`src/rtl/rtc_calendar_core.sv`:
```
// BCD real-time clock/calendar: internal 1 s divider, hh:mm:ss + yy-mm-dd with leap years,
// validated loads with error pulse, alarm comparator and hourly chime window.
module rtc_calendar_core #(
    parameter int unsigned CLK_DIV    = 50_000_000,
    parameter logic [23:0] RST_TIME   = 24'h235649,
    parameter logic [23:0] RST_DATE   = 24'h201228,
    parameter int unsigned CHIME_SECS = 10
) (
    input  logic        clk,
    input  logic        rst,
    input  logic        load_time,
    input  logic [23:0] time_in,
    input  logic        load_date,
    input  logic [23:0] date_in,
    input  logic        alarm_en,
    input  logic [23:0] alarm_time,
    output logic [23:0] time_bcd,
    output logic [23:0] date_bcd,
    output logic        sec_pulse,
    output logic        day_pulse,
    output logic        alarm_hit,
    output logic        chime,
    output logic        load_err
);

    localparam int unsigned   DIV_W     = (CLK_DIV > 2) ? $clog2(CLK_DIV) : 1;
    localparam logic [DIV_W-1:0] DIV_LAST = DIV_W'(CLK_DIV - 1);
    localparam logic [7:0]    CHIME_BCD = {4'(CHIME_SECS / 10), 4'(CHIME_SECS % 10)};

    // ---------------------------------------------------------------- BCD helpers
    function automatic logic digits_ok(input logic [23:0] v);
        logic ok;
        ok = 1'b1;
        for (int i = 0; i < 6; i++) begin
            if (v[i*4 +: 4] > 4'd9) ok = 1'b0;
        end
        return ok;
    endfunction

    // Leap years within 2000..2099 are exactly the multiples of four.
    function automatic logic is_leap(input logic [7:0] yy);
        if (!yy[4]) return (yy[3:0] == 4'd0) || (yy[3:0] == 4'd4) || (yy[3:0] == 4'd8);
        return (yy[3:0] == 4'd2) || (yy[3:0] == 4'd6);
    endfunction

    function automatic logic [7:0] month_days(input logic [7:0] yy, input logic [7:0] mm);
        logic [7:0] d;
        case (mm)
            8'h02:                      d = is_leap(yy) ? 8'h29 : 8'h28;
            8'h04, 8'h06, 8'h09, 8'h11: d = 8'h30;
            default:                    d = 8'h31;
        endcase
        return d;
    endfunction

    function automatic logic [7:0] bcd_inc(input logic [7:0] v);
        if (v[3:0] == 4'd9) return {v[7:4] + 4'd1, 4'd0};
        return {v[7:4], v[3:0] + 4'd1};
    endfunction

    function automatic logic time_ok(input logic [23:0] t);
        return digits_ok(t) && (t[23:16] <= 8'h23) && (t[15:8] <= 8'h59) && (t[7:0] <= 8'h59);
    endfunction

    function automatic logic date_ok(input logic [23:0] d);
        return digits_ok(d) && (d[15:8] >= 8'h01) && (d[15:8] <= 8'h12) &&
               (d[7:0] >= 8'h01) && (d[7:0] <= month_days(d[23:16], d[15:8]));
    endfunction

    function automatic logic [23:0] time_next(input logic [23:0] t);
        logic [7:0] hh, mm, ss;
        hh = t[23:16];
        mm = t[15:8];
        ss = t[7:0];
        if (ss != 8'h59) begin
            ss = bcd_inc(ss);
        end else begin
            ss = 8'h00;
            if (mm != 8'h59) begin
                mm = bcd_inc(mm);
            end else begin
                mm = 8'h00;
                hh = (hh == 8'h23) ? 8'h00 : bcd_inc(hh);
            end
        end
        return {hh, mm, ss};
    endfunction

    function automatic logic [23:0] date_next(input logic [23:0] d);
        logic [7:0] yy, mm, dd;
        yy = d[23:16];
        mm = d[15:8];
        dd = d[7:0];
        if (dd != month_days(yy, mm)) begin
            dd = bcd_inc(dd);
        end else begin
            dd = 8'h01;
            if (mm != 8'h12) begin
                mm = bcd_inc(mm);
            end else begin
                mm = 8'h01;
                yy = (yy == 8'h99) ? 8'h00 : bcd_inc(yy);
            end
        end
        return {yy, mm, dd};
    endfunction

    // ---------------------------------------------------------------- state
    logic [DIV_W-1:0] div_q, div_d;
    logic [23:0]      time_q, time_d;
    logic [23:0]      date_q, date_d;
    logic             sec_pulse_q, sec_pulse_d;
    logic             day_pulse_q, day_pulse_d;
    logic             alarm_hit_q, alarm_hit_d;
    logic             chime_q, chime_d;
    logic             load_err_q, load_err_d;

    logic        tick_c;
    logic        time_ld_ok_c;
    logic        date_ld_ok_c;
    logic        tick_apply_c;
    logic        midnight_c;
    logic        time_upd_c;
    logic [23:0] time_cur_c;
    logic [23:0] date_cur_c;

    // Next-state: loads override the tick; a corrupted register falls back to its reset value.
    always_comb begin
        tick_c       = (div_q == DIV_LAST);
        time_ld_ok_c = load_time && time_ok(time_in);
        date_ld_ok_c = load_date && date_ok(date_in);
        time_cur_c   = time_ok(time_q) ? time_q : RST_TIME;
        date_cur_c   = date_ok(date_q) ? date_q : RST_DATE;
        tick_apply_c = tick_c && !time_ld_ok_c;
        midnight_c   = tick_apply_c && (time_cur_c == 24'h235959);
        time_upd_c   = tick_apply_c || time_ld_ok_c;

        div_d       = tick_c ? '0 : div_q + DIV_W'(1);
        time_d      = time_cur_c;
        date_d      = date_cur_c;
        sec_pulse_d = 1'b0;
        day_pulse_d = midnight_c;
        load_err_d  = (load_time && !time_ld_ok_c) || (load_date && !date_ld_ok_c);
        chime_d     = chime_q;

        if (time_ld_ok_c) begin
            time_d = time_in;
            div_d  = '0;
        end else if (tick_c) begin
            time_d      = time_next(time_cur_c);
            sec_pulse_d = 1'b1;
            if (midnight_c) date_d = date_next(date_cur_c);
        end

        if (date_ld_ok_c) date_d = date_in;

        alarm_hit_d = alarm_en && time_upd_c && (time_d == alarm_time);

        if (time_upd_c && (time_d[15:0] == 16'h0000)) begin
            chime_d = 1'b1;
        end else if (tick_apply_c && (time_d[7:0] == CHIME_BCD)) begin
            chime_d = 1'b0;
        end
    end

    always_ff @(posedge clk) begin
        if (rst) begin
            div_q       <= '0;
            time_q      <= RST_TIME;
            date_q      <= RST_DATE;
            sec_pulse_q <= 1'b0;
            day_pulse_q <= 1'b0;
            alarm_hit_q <= 1'b0;
            chime_q     <= 1'b0;
            load_err_q  <= 1'b0;
        end else begin
            div_q       <= div_d;
            time_q      <= time_d;
            date_q      <= date_d;
            sec_pulse_q <= sec_pulse_d;
            day_pulse_q <= day_pulse_d;
            alarm_hit_q <= alarm_hit_d;
            chime_q     <= chime_d;
            load_err_q  <= load_err_d;
        end
    end

    assign time_bcd  = time_q;
    assign date_bcd  = date_q;
    assign sec_pulse = sec_pulse_q;
    assign day_pulse = day_pulse_q;
    assign alarm_hit = alarm_hit_q;
    assign chime     = chime_q;
    assign load_err  = load_err_q;

endmodule
```
`config.mk`:
```
export PLATFORM = sky130hd
export DESIGN_NAME = rtc_calendar_core
export DESIGN_NICKNAME = d
export VERILOG_FILES = /design/src/rtl/rtc_calendar_core.sv
export SDC_FILE = /design/constraint.sdc
export NUM_CORES = 1
export LEC_CHECK = 0
export BUFFER_PORTS_ARGS = -buffer_cell sky130_fd_sc_hd__buf_2
export CAP_MARGIN = 20
export CELL_PAD_IN_SITES_DETAIL_PLACEMENT = 0
export CELL_PAD_IN_SITES_GLOBAL_PLACEMENT = 1
export CORE_MARGIN = 2
export CORE_UTILIZATION = 43
export CTS_CLUSTER_SIZE = 8
export DETAILED_ROUTE_END_ITERATION = 16
export PLACE_DENSITY_LB_ADDON = 0.1
export SLEW_MARGIN = 0
export SYNTH_ARGS = -nofsm -noshare
export SYNTH_HDL_FRONTEND = slang
export SYNTH_SLANG_ARGS = --single-unit
```
`constraint.sdc`:
```
create_clock -name clk -period 15.4 [get_ports clk]
set_clock_uncertainty 0.1 [all_clocks]
set_input_delay 1.54 -clock clk [delete_from_list [all_inputs] [get_ports clk]]
set_output_delay 1.54 -clock clk [all_outputs]
set_load 0.005 [all_outputs]
```
Word-level counts from Yosys, hierarchy flattened
Cells that the tools add are included.
- word-level logic and storage cells: 269
- register bits: 79
- output and inout port bits: 53
- input bits: 77
- add/sub/neg operators: 13
- multiplexer cells: 120
- reductions and logical operators: 47
- order comparisons: 38
- equality and inequality tests: 43
- operator list (operator ; count):
    $mux W8 ; 27
    $mux W24 ; 8
    $gt A4 B4 Y1 const B ; 24
    $mux W1 ; 82
    $add A4 B1 Y4 const B ; 12
    $eq A8 B3 Y1 const B ; 6
    $eq A4 B4 Y1 const B ; 9
    $eq A8 B5 Y1 const B ; 4
    $ge A8 B1 Y1 const B ; 4
    $le A8 B7 Y1 const B ; 4
    $pmux W5 S2 ; 3
    $add A26 B1 Y26 const B ; 1
    $eq A26 B26 Y1 const B ; 1
    $eq A24 B22 Y1 const B ; 1
    $eq A24 B24 Y1 ; 1
    $eq A4 B3 Y1 const B ; 6
    $eq A8 B2 Y1 const B ; 3
    $eq A8 B4 Y1 const B ; 3
    $logic_and A1 B1 Y1 ; 24
    $le A8 B5 Y1 const B ; 2
    $le A8 B6 Y1 const B ; 2
    $le A8 B8 Y1 ; 2
    $logic_not A16 Y1 ; 1
    $ne A8 B7 Y1 const B ; 2
    12 further kinds ; 29

Longest topological paths before layout
- depth after elaboration: 40
- mapped depth: 24
- gate-level depth less buffers: 21

Least setup slack after synthesis
Ideal clock, no wire load.
- kind: reg2reg
- from: register date_q[10], in the netlist date_bcd[10]
- to: register date_q[21], in the netlist date_bcd[21]
- period minus slack after synthesis: 5.144 ns
- data arrival time: 4.927 ns
- data required time: 15.183 ns
- cell stages (with the launch flop): 23
- path slack: 10.256 ns
- setup time: 0.117 ns
- path buffers: 4
- path through: dfxtp_1 -> clkbuf_1 -> or4b_1 -> clkbuf_1 -> nor3_1 -> inv_1 -> ha_1 -> or3b_2 -> a21boi_0 -> o2111ai_1 -> clkbuf_1 -> nor2_1 -> ha_1 -> inv_1 -> o311a_1 -> nor4_1 -> o2111ai_1 -> nor2_1 -> and4_1 -> buf_1 -> mux2_2 -> mux2i_1 -> nand2b_1
- longest elaborated chain between the ends: 31
- elaborated cells between the ends (all ways): 70
- classes of those cells: add/sub: 1; order compare: 4; eq/ne: 18; mux: 37; reduce/logical: 10
- ends and longest elaborated chain (item ; RTL line ; source):
    start, declared ; 111 ; logic [23:0] date_q, date_d;
    start signal, assigned ; 179 ; date_q <= date_d;
    parallel branches: the longest is 9 deep, another holds $le A8 B8 Y1 ; n/a ;
    $mux W24 (*) ; 133 ; date_cur_c = date_ok(date_q) ? date_q : RST_DATE;
    $mux W1 ; 42 ; if (!yy[4]) return (yy[3:0] == 4'd0) || (yy[3:0] == 4'd4) || (yy[3:0] == 4'd8);
    $mux W1 ; 48 ; case (mm)
    $mux W1 ; 152 ; if (midnight_c) date_d = date_next(date_cur_c);
    $mux W1 ; 149 ; end else if (tick_c) begin
    $mux W1 ; 146 ; if (time_ld_ok_c) begin
    $mux W1 ; 43 ; return (yy[3:0] == 4'd2) || (yy[3:0] == 4'd6);
    [... 7 more ...] ; n/a ;
    $mux W8 ; 149 ;
    $mux W8 ; 146 ;
    $ne A8 B8 Y1 ; 94 ; if (dd != month_days(yy, mm)) begin
    $mux W8 ; 94 ;
    $mux W24 ; 152 ;
    $mux W24 ; 149 ;
    $mux W24 (*) ; 146 ;
    $mux W24 (*) ; 155 ; if (date_ld_ok_c) date_d = date_in;
Every way passes the cells marked *. The select of a mux whose other input is x is not followed.
A chain may end at the register's enable or synchronous reset.

Worst setup path in the final report
- from: register date_q[9], in the netlist date_bcd[9]
- to: register date_q[16], in the netlist date_bcd[16]
Same word-level chain as after synthesis.

==> summary.txt <==
Critical path
  • Worst-path fanout max: 14
  • Reg-to-reg startpoint: date_bcd[9]$_SDFF_PP1_
  • Req. time, crit path: around 16000 ps
  • Critical path arrival: 5810 ps
  • Worst Setup SP: date_bcd[9]$_SDFF_PP1_
  • Internal reg-to-reg setup slack: ~9800 ps
  • Worst R2R End: date_bcd[16]$_SDFF_PP0_
  • Critical path class: reg2reg
  • R2r worst-path depth: 19
  • Worst Setup End Kind: flip-flop
  • CP startpoint kind: flip-flop
  • Worst Setup EP: date_bcd[16]$_SDFF_PP0_

Finish
  • Commonest non-fill, non-tap cell in the layout: buf_2
  • Antenna diodes: 0
  • Fin nets: between 900 and 1000
  • Area growth, synth to finish: 20.2%
  • Fillcell total: 1287
  • Most frequent cells in the layout: buf_2 (129), nor2_1 (91), dfxtp_1 (79), nand2_1 (54), nand3_1 (35)
  • Share of cells above drive strength 1: 20.6%

STA
  • Fin worst setup slack: just under 10000 ps
  • Minimum clock period: roughly 5600 ps
  • Worst-margin pin slew: 973 ps
  • Endpoints failing setup: 0
  • Period utilization: 36.5%
  • RSZ-0062 raised after global routing: no
  • Max Slew Vio Count: 0
  • Final TNS setup: 0 ps
  • Top achievable clock speed: 0.178 GHz
  • Slew headroom: 35.1%
  • Final Hold Vio Count: 0

Power and ir drop
  • VDD IR max: about 0.067 mV
  • Final Power: 500 uW
  • Pleak: 2.75 nW
  • Pwr Density: 73.3 nW/um^2

Yosys
  • Synth Warn #: 0
  • EDFF count, synth: 0
  • Area of the mapped netlist: 5670 sq um
  • Seq cells post-synth: 79
  • Mapped Cells: 728
  • Main synth FF type: dfxtp_1
  • Sequential cell area fraction in the yosys report: 27.9%
  • Avg Cell Area, Syn: 7.79 sq um
  • Ys async rst share: 0%
  • Distinct cells, synth: 77

Route
  • # DRC: 0
  • Final WL: 19200 um
  • Via Count: 6002
  • Vias per cell: just under 6
  • Post-route ant nets: 0
  • Starting DRT DRC Count: 628
  • Wirelength per Cell: 18.7 um
  • Drt first pass iters: 5

Placed design
  • Post-DP HPWL: 14700 um
  • Pre-CTS setup slack: 9910 ps
  • IO buf count: 129
  • Gpl congestion: 0.941

GRT
  • First-pass GRT wire length: between 20000 and 30000 um
  • Pin count of the biggest net entering global routing: 45
  • Gr usage total: 26.8%
  • Vias in the first global route: 5644
  • Grt ovf: 0
  • Initial antenna violation count: 0

Run
  • Max-cap violations: 0

Clocking
  • Clk Latency, worst-skew pair: 350 ps
  • CTS tree: done
  • CTS Buf Count: 9
  • Number of gates resized after cts: 0
  • Root buffer cell: clkbuf_16
  • H-tree depth: 3
  • Worst-path clk slew: 60 ps
  • Clock Tree Buf Depth: 2
  • Hold_buf cts: 0
  • CTS Sinks: 79
  • Setup bufs post-CTS: 0

Outcome
  • Status: finished clean

Floorplan
  • Die Span Y: between 100 and 150 um
  • Row cnt: 41
  • # IOs: 130
  • Core footprint: 12800 sq um
  • Die W: 119 um
  • Initial Util: 44.4%
  • Die area: 14100 sq um

Min path
  • Hold crit path type: reg2reg
-- logic make-up (layout without fill, tap and decap cells) --
group / count (synthesis) / in the layout / synth area share (%)
compound gates: 156 / 156 / 19.1
fa+ha+maj: 23 / 23 / 5.07
flops: 79 / 79 / 27.9
buf+inv: 63 / 182 / 4.72
other cells: 2 / 8 / 0.132
simple gates: 332 / 332 / 31.4
xor+xnor: 55 / 55 / 8.49
mux: 18 / 18 / 3.29
-- critical path, cell delays in order, from the launching register on --
cell,delay [ps]
dfxtp_1,540
or4b_1,640
nor3_1,340
inv_1,100
ha_1,210
or3b_2,450
a21boi_0,270
o2111ai_1,160
buf_4,230
nor2_1,140
ha_1,250
inv_1,110
o311a_1,360
o31a_1,300
o2111ai_1,280
a311o_1,480
nor2_1,160
xor2_1,190
o21a_1,170
nor2_1,70
-- sequential cells by signal, indices dropped and copies added (netlist names) --
register   flops
day_pulse      1
load_err       1
time_bcd      24
date_bcd      24
div_q         26
sec_pulse      1
alarm_hit      1
chime          1
-- final cells by class --
| type | count | area [sq um] | share of cell area [%] |
|---|---|---|---|
| timing repair buffer | 136 | 718 | 10.5 |
| sequential | 79 | 1580 | 23.2 |
| tap | 172 | 215 | 3.16 |
| inverter | 31 | 116 | 1.71 |
| clock inverter | 6 | 116 | 1.71 |
| clock buffer | 9 | 225 | 3.30 |
| multi-input combinational | 592 | 3850 | 56.4 |
-- Yosys cell counts (all sizes together), types with 6 or more instances --
cell | number | area [sq um]
a211oi | 10 | 75.1
a21oi | 31 | 155
a31oi | 11 | 68.8
and2 | 6 | 37.5
and3 | 14 | 90.1
and4 | 11 | 96.3
clkbuf | 27 | 121
dfxtp | 79 | 1580
ha | 23 | 288
inv | 31 | 116
mux2i | 13 | 130
nand2 | 54 | 203
nand2b | 15 | 93.8
nand3 | 35 | 175
nand4 | 12 | 75.1
nor2 | 91 | 342
nor2b | 10 | 62.6
nor3 | 21 | 105
nor3b | 7 | 52.6
nor4 | 18 | 125
o211ai | 6 | 50.1
o21a | 7 | 52.6
o21ai | 29 | 145
o31ai | 10 | 75.1
or3 | 6 | 38.8
xnor2 | 26 | 228
xor2 | 29 | 254
-- how the worst min path moves through the flow --
stage	startpoint	end	slack (ps)	cells past startpoint
global route	div_q[0]$_SDFF_PP0_	div_q[0]$_SDFF_PP0_	400	1
floorplan	div_q[0]$_SDFF_PP0_	div_q[0]$_SDFF_PP0_	330	1
global placement	div_q[0]$_SDFF_PP0_	div_q[0]$_SDFF_PP0_	340	1
CTS	div_q[0]$_SDFF_PP0_	div_q[0]$_SDFF_PP0_	370	1
detailed placement	div_q[0]$_SDFF_PP0_	div_q[0]$_SDFF_PP0_	350	1
finish	div_q[0]$_SDFF_PP0_	div_q[0]$_SDFF_PP0_	380	1
-- through the flow --
step,utilization (%),hold slack [ps],area [sq um],std cells
final,53.4,377,6820,1025
after global routing,53.4,396,6820,1025
after CTS,53.2,369,6790,1024
after detailed placement,50.5,354,6450,1009
after global placement,50.5,342,6450,1009
after floorplan,-,330,5700,734
-- where the power goes --
| part | internal, mW | switching [mW] | leakage (nW) |
|---|---|---|---|
| Combinational | 0.0162 | 0.0241 | 1.94 |
| Clock | 0.159 | 0.0936 | 0.166 |
| Sequential | 0.206 | 0.00140 | 0.640 |
| Total | 0.381 | 0.119 | 2.75 |
-- per-layer routing --
layer	vias up	wire, um	GRT usage, %
li1	2883	-	-
met1	2841	9100	39.3
met2	257	8420	40.3
met3	21	1420	4.55
met4	0	270	7.22
met5	-	0	0
Power figures use the tool's default switching activity.
